--- src/rtl/poly_tone_mixer.sv ---
// poly_tone_mixer
//   N-voice square-wave synthesiser and sequential mixer. Each frame starts
//   when the codec FIFO has room (allowed seen in IDLE), walks every voice
//   through a single adder (one voice per cycle), updates the per-voice
//   pitch counter and attack/release envelope, then presents one saturated
//   two's-complement sample with a one-cycle write strobe.
//
// Ports
//   clock         system clock
//   resetn        asynchronous active-low reset
//   key_on        per-voice gate, bit i = voice i held
//   half_period   voice i half-period in frames at [i*DIV_W +: DIV_W], 0 = mute
//   allowed       codec FIFO can accept a sample (sampled in IDLE only)
//   sound         mixed, saturated sample, held between frames
//   write         one-cycle strobe, sound is valid while high
//   active_count  number of voices whose envelope is nonzero after the frame
//
// state | meaning
// IDLE  | waiting for allowed; latches key_on and clears the accumulator
// ACCUM | processes voice v_q, one voice per cycle
// OUT   | write strobe high with the new sample on sound
module poly_tone_mixer #(
  parameter int NUM_VOICES   = 12,
  parameter int DIV_W        = 19,
  parameter int ENV_W        = 24,
  parameter int ENV_MAX      = 4194304,
  parameter int ATTACK_STEP  = 65536,
  parameter int RELEASE_STEP = 16384,
  parameter int SAMPLE_W     = 32
) (
  input  logic                              clock,
  input  logic                              resetn,
  input  logic [NUM_VOICES-1:0]             key_on,
  input  logic [NUM_VOICES*DIV_W-1:0]       half_period,
  input  logic                              allowed,
  output logic [SAMPLE_W-1:0]               sound,
  output logic                              write,
  output logic [$clog2(NUM_VOICES+1)-1:0]   active_count
);

  localparam int VW    = (NUM_VOICES > 1) ? $clog2(NUM_VOICES) : 1;
  localparam int CNT_W = $clog2(NUM_VOICES + 1);
  localparam int ACC_W = SAMPLE_W + $clog2(NUM_VOICES) + 1;

  localparam logic signed [ACC_W-1:0] SAT_MAX =
    {{(ACC_W-SAMPLE_W+1){1'b0}}, {(SAMPLE_W-1){1'b1}}};
  localparam logic signed [ACC_W-1:0] SAT_MIN =
    {{(ACC_W-SAMPLE_W+1){1'b1}}, {(SAMPLE_W-1){1'b0}}};

  localparam logic [ENV_W:0]   ENV_MAX_X = (ENV_W+1)'(ENV_MAX);
  localparam logic [ENV_W:0]   ATTACK_X  = (ENV_W+1)'(ATTACK_STEP);
  localparam logic [ENV_W-1:0] RELEASE_X = ENV_W'(RELEASE_STEP);
  localparam logic [VW-1:0]    LAST_V    = VW'(NUM_VOICES - 1);

  typedef enum logic [1:0] {IDLE, ACCUM, OUT} state_t;

  state_t                    state_q;
  logic [VW-1:0]             v_q;
  logic [NUM_VOICES-1:0]     key_q;
  logic signed [ACC_W-1:0]   acc_q;
  logic [CNT_W-1:0]          cnt_q;
  logic [ENV_W-1:0]          env_q   [NUM_VOICES];
  logic [DIV_W-1:0]          count_q [NUM_VOICES];
  logic [NUM_VOICES-1:0]     phase_q;
  logic [SAMPLE_W-1:0]       sound_q;
  logic                      write_q;
  logic [CNT_W-1:0]          active_q;

  logic [ENV_W-1:0]          env_cur;
  logic [DIV_W-1:0]          count_cur;
  logic [DIV_W-1:0]          hp_cur;
  logic                      phase_cur;
  logic                      key_cur;
  logic [ENV_W:0]            env_sum;
  logic [ENV_W-1:0]          env_d;
  logic [DIV_W-1:0]          count_d;
  logic                      phase_d;
  logic signed [ACC_W-1:0]   mag;
  logic signed [ACC_W-1:0]   contrib;
  logic signed [ACC_W-1:0]   acc_d;
  logic [CNT_W-1:0]          cnt_d;
  logic [SAMPLE_W-1:0]       sound_d;

  // Datapath for the voice currently selected by v_q.
  always_comb begin
    env_cur   = env_q[v_q];
    count_cur = count_q[v_q];
    phase_cur = phase_q[v_q];
    key_cur   = key_q[v_q];
    hp_cur    = half_period[v_q*DIV_W +: DIV_W];

    // Contribution uses the envelope and phase from before this frame's update.
    mag     = ACC_W'(env_cur);
    contrib = '0;
    if (hp_cur != '0) contrib = phase_cur ? -mag : mag;
    acc_d = acc_q + contrib;

    // One extra bit on the attack sum so the ceiling clamp cannot wrap.
    env_sum = {1'b0, env_cur} + ATTACK_X;
    env_d   = '0;
    if (key_cur) env_d = (env_sum > ENV_MAX_X) ? ENV_MAX_X[ENV_W-1:0] : env_sum[ENV_W-1:0];
    else if (env_cur > RELEASE_X) env_d = env_cur - RELEASE_X;

    // >= rather than == so a pitch lowered mid-tone toggles next frame.
    count_d = count_cur;
    phase_d = phase_cur;
    if (hp_cur != '0) begin
      if (count_cur >= hp_cur - 1'b1) begin
        count_d = '0;
        phase_d = ~phase_cur;
      end else begin
        count_d = count_cur + 1'b1;
      end
    end
    // A fully released voice restarts at phase 0 on its next strike.
    if (!key_cur && env_d == '0) begin
      count_d = '0;
      phase_d = 1'b0;
    end

    cnt_d = cnt_q + CNT_W'(env_d != '0);

    if (acc_d > SAT_MAX)      sound_d = SAT_MAX[SAMPLE_W-1:0];
    else if (acc_d < SAT_MIN) sound_d = SAT_MIN[SAMPLE_W-1:0];
    else                      sound_d = acc_d[SAMPLE_W-1:0];
  end

  // The sample and count are registered on the last ACCUM edge so they are
  // already valid during the OUT cycle, coincident with the write strobe.
  always_ff @(posedge clock or negedge resetn) begin
    if (!resetn) begin
      state_q  <= IDLE;
      v_q      <= '0;
      key_q    <= '0;
      acc_q    <= '0;
      cnt_q    <= '0;
      phase_q  <= '0;
      sound_q  <= '0;
      write_q  <= 1'b0;
      active_q <= '0;
      for (int i = 0; i < NUM_VOICES; i++) begin
        env_q[i]   <= '0;
        count_q[i] <= '0;
      end
    end else begin
      write_q <= 1'b0;
      case (state_q)
        IDLE: begin
          if (allowed) begin
            key_q   <= key_on;
            acc_q   <= '0;
            cnt_q   <= '0;
            v_q     <= '0;
            state_q <= ACCUM;
          end
        end
        ACCUM: begin
          env_q[v_q]   <= env_d;
          count_q[v_q] <= count_d;
          phase_q[v_q] <= phase_d;
          acc_q        <= acc_d;
          cnt_q        <= cnt_d;
          if (v_q == LAST_V) begin
            sound_q  <= sound_d;
            active_q <= cnt_d;
            write_q  <= 1'b1;
            state_q  <= OUT;
          end else begin
            v_q <= v_q + 1'b1;
          end
        end
        OUT: begin
          state_q <= IDLE;
        end
        default: begin
          state_q <= IDLE;
        end
      endcase
    end
  end

  assign sound        = sound_q;
  assign write        = write_q;
  assign active_count = active_q;

endmodule

--- config.mk ---
export PLATFORM = sky130hd
export DESIGN_NAME = poly_tone_mixer
export DESIGN_NICKNAME = d
export VERILOG_FILES = /design/src/rtl/poly_tone_mixer.sv
export SDC_FILE = /design/constraint.sdc
export NUM_CORES = 1
export LEC_CHECK = 0
export ABC_AREA = 1
export CORE_ASPECT_RATIO = 1.25
export CORE_MARGIN = 3
export CORE_UTILIZATION = 45
export DETAILED_ROUTE_END_ITERATION = 8
export HOLD_SLACK_MARGIN = 0.12
export PLACE_DENSITY = 0.64
export RECOVER_POWER = 50
export SLEW_MARGIN = 20
export SYNTH_ARGS = -nofsm -noshare
export SYNTH_HDL_FRONTEND = slang
export SYNTH_SLANG_ARGS = --single-unit
--- constraint.sdc ---
create_clock -name clock -period 13.9 [get_ports clock]
set_clock_uncertainty 0.1 [all_clocks]
set_input_delay 1.39 -clock clock [delete_from_list [all_inputs] [get_ports clock]]
set_output_delay 1.39 -clock clock [all_outputs]
set_load 0.1 [all_outputs]
# [Word level (Yosys, flattened, before mapping)]
# Index checks and enable logic that the tools add are counted.
[classes] n_shift=1 n_eq_ne=5 multipliers=1 add_sub_neg=8 bitwise_logic=2 div_mod_pow=0 order_cmp=9 mux=43 n_reduce_logical=14
[op_table] cell="$bwmux 288" n=1
[op_table] cell="$bwmux 228" n=1
[op_table] cell="$shiftx 228x10->19" n=1
[op_table] cell="$mux 24" n=6
[op_table] cell="$mux 19" n=6
[op_table] cell="$mux 37" n=3
[op_table] cell="$bmux 24 s4" n=1
[op_table] cell="$demux 24 s4" n=1
[op_table] cell="$bmux 19 s4" n=1
[op_table] cell="$demux 19 s4" n=1
[op_table] cell="$pmux 37 s2" n=1
[op_table] cell="$mux 32" n=2
[op_table] cell="$add 37x37->37" n=1
[op_table] cell="$gt 37x32->1 const B" n=1
[op_table] cell="$lt 37x32->1 const B" n=1
[op_table] cell="$neg 24->37" n=1
[op_table] cell="$add 24x17->25 const B" n=1
[op_table] cell="$gt 25x23->1 const B" n=1
[op_table] cell="$gt 24x15->1 const B" n=1
[op_table] cell="$logic_not 24->1" n=1
[op_table] cell="$reduce_bool 24->1" n=1
[op_table] cell="$sub 24x15->24 const B" n=1
[op_table] cell="$add 19x1->19 const B" n=1
[op_table] cell="$ge 19x19->1" n=1
[op_table] cell="other kinds (28)" n=46
[totals] out_inout_bits=37 mem_count=0 input_bits=243 wordCells=116 register_bits=624 rom_bits=0 latch_bits=0 mem_bits_rw=0

# [Logic depth before layout (Yosys ltp)]
[logic_depth] ltp_word=12 depth_mapped=42 depth_no_buf=35

# [Worst setup path after synthesis]
# OpenSTA, ideal clock, no wires.
[synth_timing] path_type="register to register" startpoint="register v_q[0]" endpoint="register sound_q[12], in the netlist sound[12]" n_path_buf=12 setup_ns=0.120 period_less_slack_ns=5.803 path_stages_with_launch=43 arrival_time_ns=5.583 t_required_ns=13.680 slack_ns=8.097 cell_sequence="dfrtp_1 buf_6 buf_6 buf_6 buf_4 buf_2 buf_4 buf_2 buf_2 o21ai_0 o22ai_1 nand2_1 nand3_1 inv_1 ha_1 inv_1 nor4_1 nand2_1 [... 7 more ...] o21ai_0 a21oi_1 o21ai_0 nand2_1 nand2_1 nand2_1 nand2_1 nand2_1 o21ai_0 xor2_1 nor2_1 nand3_1 nand2_1 buf_2 nand2_1 nand2_1 nand2_1 nand2_1"
[synth_between] elab_chain_cells=11 elab_cells_between_ends=19 classes_between="2 x add/sub; 1 x mul; 2 x order compare; 1 x eq/ne; 1 x shift; 9 x mux; 1 x bitwise; 2 x reduce/logical"
[synth_lines] element="from (decl)" line="58" rtl="logic [VW-1:0] v_q;"
[synth_lines] element="from (signal assigned)" line="169" rtl="v_q <= v_q + 1'b1;"
[synth_lines] element="branches (longest 11 deep; another with $add 37x37->37)"
[synth_lines] element="to (signal assigned)" line="164" rtl="sound_q <= sound_d;"
[synth_lines] element="to (decl)" line="65" rtl="logic [SAMPLE_W-1:0] sound_q;"
# Several ways; the timed one is not identified. The select of a mux whose other input is x is not followed.
# A chain may end at the register's enable or synchronous reset.

# [Final worst setup path]
[layout_timing] startpoint="register v_q[0]" endpoint="register sound_q[27], in the netlist sound[27]"
# Same word-level chain as after synthesis.

==> flow_summary.json <==
{
  "status": "finished, violations left",
  "violations": "capacitance limit, slew limit",
  "fin_cells": 6247,
  "drcViolationCount": 0,
  "ys_types": 58,
  "netlist.area_leader.share": 0.425,
  "htreeDepth": 3,
  "cp.arrival_ns": 10.21,
  "cts_tree": "done",
  "ys.flop_type": "dfrtp_1",
  "gp_congestion": 0.916,
  "antenna_cells": 0,
  "setup_tns_ns": 0,
  "clock_latency_ns": 0.63,
  "synthSimpleGateAreaFrac": 0.310,
  "grt_pass1_wl_mm": 196,
  "die_h_um": 326,
  "end_kind": "flip-flop",
  "synth_top_family_by_area": "simple AND/OR/NAND/NOR gates",
  "clockBufferDepth": 3,
  "ys_ff_latch": 624,
  "min_path_cells": 2,
  "worst_pin_slew_ns": 6.07,
  "start_kind": "flip-flop",
  "core_um2": 80600,
  "setup_viol": 0,
  "synthTopCellsByCount": "nand2_1, dfrtp_1, o21ai_0, nor2_1, nand3_1",
  "ctsResizeCount": 0,
  "fmax_mhz": 102,
  "grt_pass1_vias": 34187,
  "cts_buffers": 67,
  "syn-cell-area_um2": 36800,
  "worstRegToRegCells": 33,
  "crit_path_max_fanout": 137,
  "regToRegSetupSlack_ns": 4.09,
  "clkSlewWorstSetupHoldPaths_ns": 0.06,
  "synth_xor_area_frac": 0.0171,
  "synth_most_common_cell": "nand2_1",
  "drt_iter0_markers": 3131,
  "initial_utilization": 0.457,
  "synth_edf_count": 0,
  "min_period_over_period": 0.706,
  "worst_slack_ns": 4.09,
  "ant_nets": 0,
  "area_growth_pct": 13.6,
  "synth_mux_area_frac": 0,
  "cp_slowest_stage_delay_ns": 2.20,
  "hold_viol_final": 0,
  "dr.pass1.iters": 5,
  "slew_viol_final": 555,
  "hold_class": "flip-flop to flip-flop",
  "dpl.cell_count": 6128,
  "avgSynthCellArea_um2": 7.22,
  "io_pins": 280,
  "drv_cap": 8,
  "yosys_warnings": 0,
  "post-cts-setup-buffers": 0,
  "wl_per_cell_um": 20.2,
  "ctsHoldBuffers": 0,
  "yosysTopAreaCell": "dfrtp_1",
  "relSlewSlack": -3.05,
  "row_count": 116,
  "grt_max_degree": 184,
  "yosys.area_share.adder": 0.0250,
  "post-route-util": 0.519,
  "dp_hpwl_mm": 76.0,
  "drive_gt1_frac": 0.0623,
  "syn-num-nets": 5412,
  "worstHoldEndpoint": "key_q[6]",
  "rr_endpoint": "sound[27]",
  "track_usage": 0.294,
  "critPathKind": "flip-flop to flip-flop",
  "syn_inst": 5096,
  "async_reset_ff_frac": 1.00,
  "crit_slowest_cell": "dfrtp_1",
  "via_per_inst": 5.61,
  "synthTopCellsByArea": "dfrtp_1, nand2_1, o21ai_0",
  "reg2reg_from": "v_q[0]",
  "fin_crit_ns": 9.81,
  "root_buffer": "clkbuf_16",
  "grt_overflow": 0,
  "antenna_found_initial": 0,
  "cp_data_required_time_ns": 14.30,
  "cts.sinks": 624,
  "vias": 35025,
  "rsz0062_at_grt": "false",
  "die-area_um2": 85200,
  "fp.dieW_um": 262,
  "crit_path_frequent_cell": "nand2_1",
  "io_buffers": 279,
  "hp-start": "key_q[6]",
  "synth_compound_area_frac": 0.139,
  "nets": 5451,
  "wl_mm": 126,
  "dp_slack_ns": 5.84,
  "yosysSeqAreaShare": 0.425
}
-- worst max-delay path by stage --
| stage | end | from | slack [ns] |
|---|---|---|---|
| after floorplan | sound[12] | v_q[0] | 8.10 |
| after global placement | sound[29] | v_q[0] | 5.96 |
| after detailed placement | sound[25] | v_q[0] | 5.84 |
| after CTS | sound[25] | v_q[0] | 5.81 |
| after global routing | env_q[66] | resetn | 3.00 |
| final | sound[27] | v_q[0] | 4.09 |
-- flip-flops by register name, summed over array words and instances (netlist names) --
register,count
active_count,4
env_q,288
acc_q,37
write,1
count_q,228
state_q,2
phase_q,12
v_q,4
key_q,12
sound,32
cnt_q,4
-- area by class of cell --
| class | count | area (um2) |
|---|---|---|
| well taps | 1062 | 1330 |
| multi-input cells | 3806 | 18200 |
| clock buffers | 96 | 2000 |
| fillers | 7946 | 38800 |
| inverters | 303 | 1150 |
| repair buffers | 333 | 3220 |
| flip-flops and latches | 624 | 15600 |
| clock inverters | 23 | 292 |
-- critical path: cells and delay by family (launching register included) --
kind	cells	cell delay (ns)
DFF	1	2.20
adders and majority gates	2	0.54
and+or+nand+nor	18	2.46
AOI/OAI and AO/OA	6	1.31
buffers and inverters	6	2.54
xor gates and xnor gates	1	0.27
-- cells in the final DEF (no fill, tap or decap), types with 7 or more instances in the layout --
master,n
nand2_1,1699
dfrtp_1,623
o21ai_0,534
nor2_1,442
nand3_1,404
inv_1,263
clkdlybuf4s50_1,240
a21oi_1,133
o22ai_1,105
o21ai_1,79
ha_1,72
clkbuf_16,68
nand3_2,61
xor2_1,50
buf_4,43
dlygate4sd3_1,38
a31oi_1,35
inv_2,34
xnor2_1,22
o211ai_1,22
nor2_4,19
clkbuf_8,19
nor3_1,18
clkbuf_1,17
nand4_1,15
nor2_2,15
nand2_2,10
clkinv_2,9
a21o_1,8
nor4_1,7
-- cells by family after synthesis --
group | after synthesis
DFF | 624
xor gates and xnor gates | 72
buffers and inverters | 666
AOI/OAI and AO/OA | 947
adders and majority gates | 73
and+or+nand+nor | 2714
-- layer usage --
| layer | track usage | up-vias | part of all wire |
|---|---|---|---|
| li1 | - | 16590 | - |
| met1 | 0.372 | 16655 | 0.40 |
| met2 | 0.487 | 1413 | 0.47 |
| met3 | 0.0418 | 367 | 0.072 |
| met4 | 0.154 | 0 | 0.057 |
| met5 | 0 | - | 0 |
-- through the flow --
stage	area, um2	hold slack [ns]
after global routing	41800	0.385
after floorplan	36800	0.342
after CTS	41800	0.375
final	41800	0.373
after global placement	39500	0.356
after detailed placement	39500	0.360
Power is not shown: default switching activity piles up to over one toggle a cycle in this logic, so the estimate is an artifact.
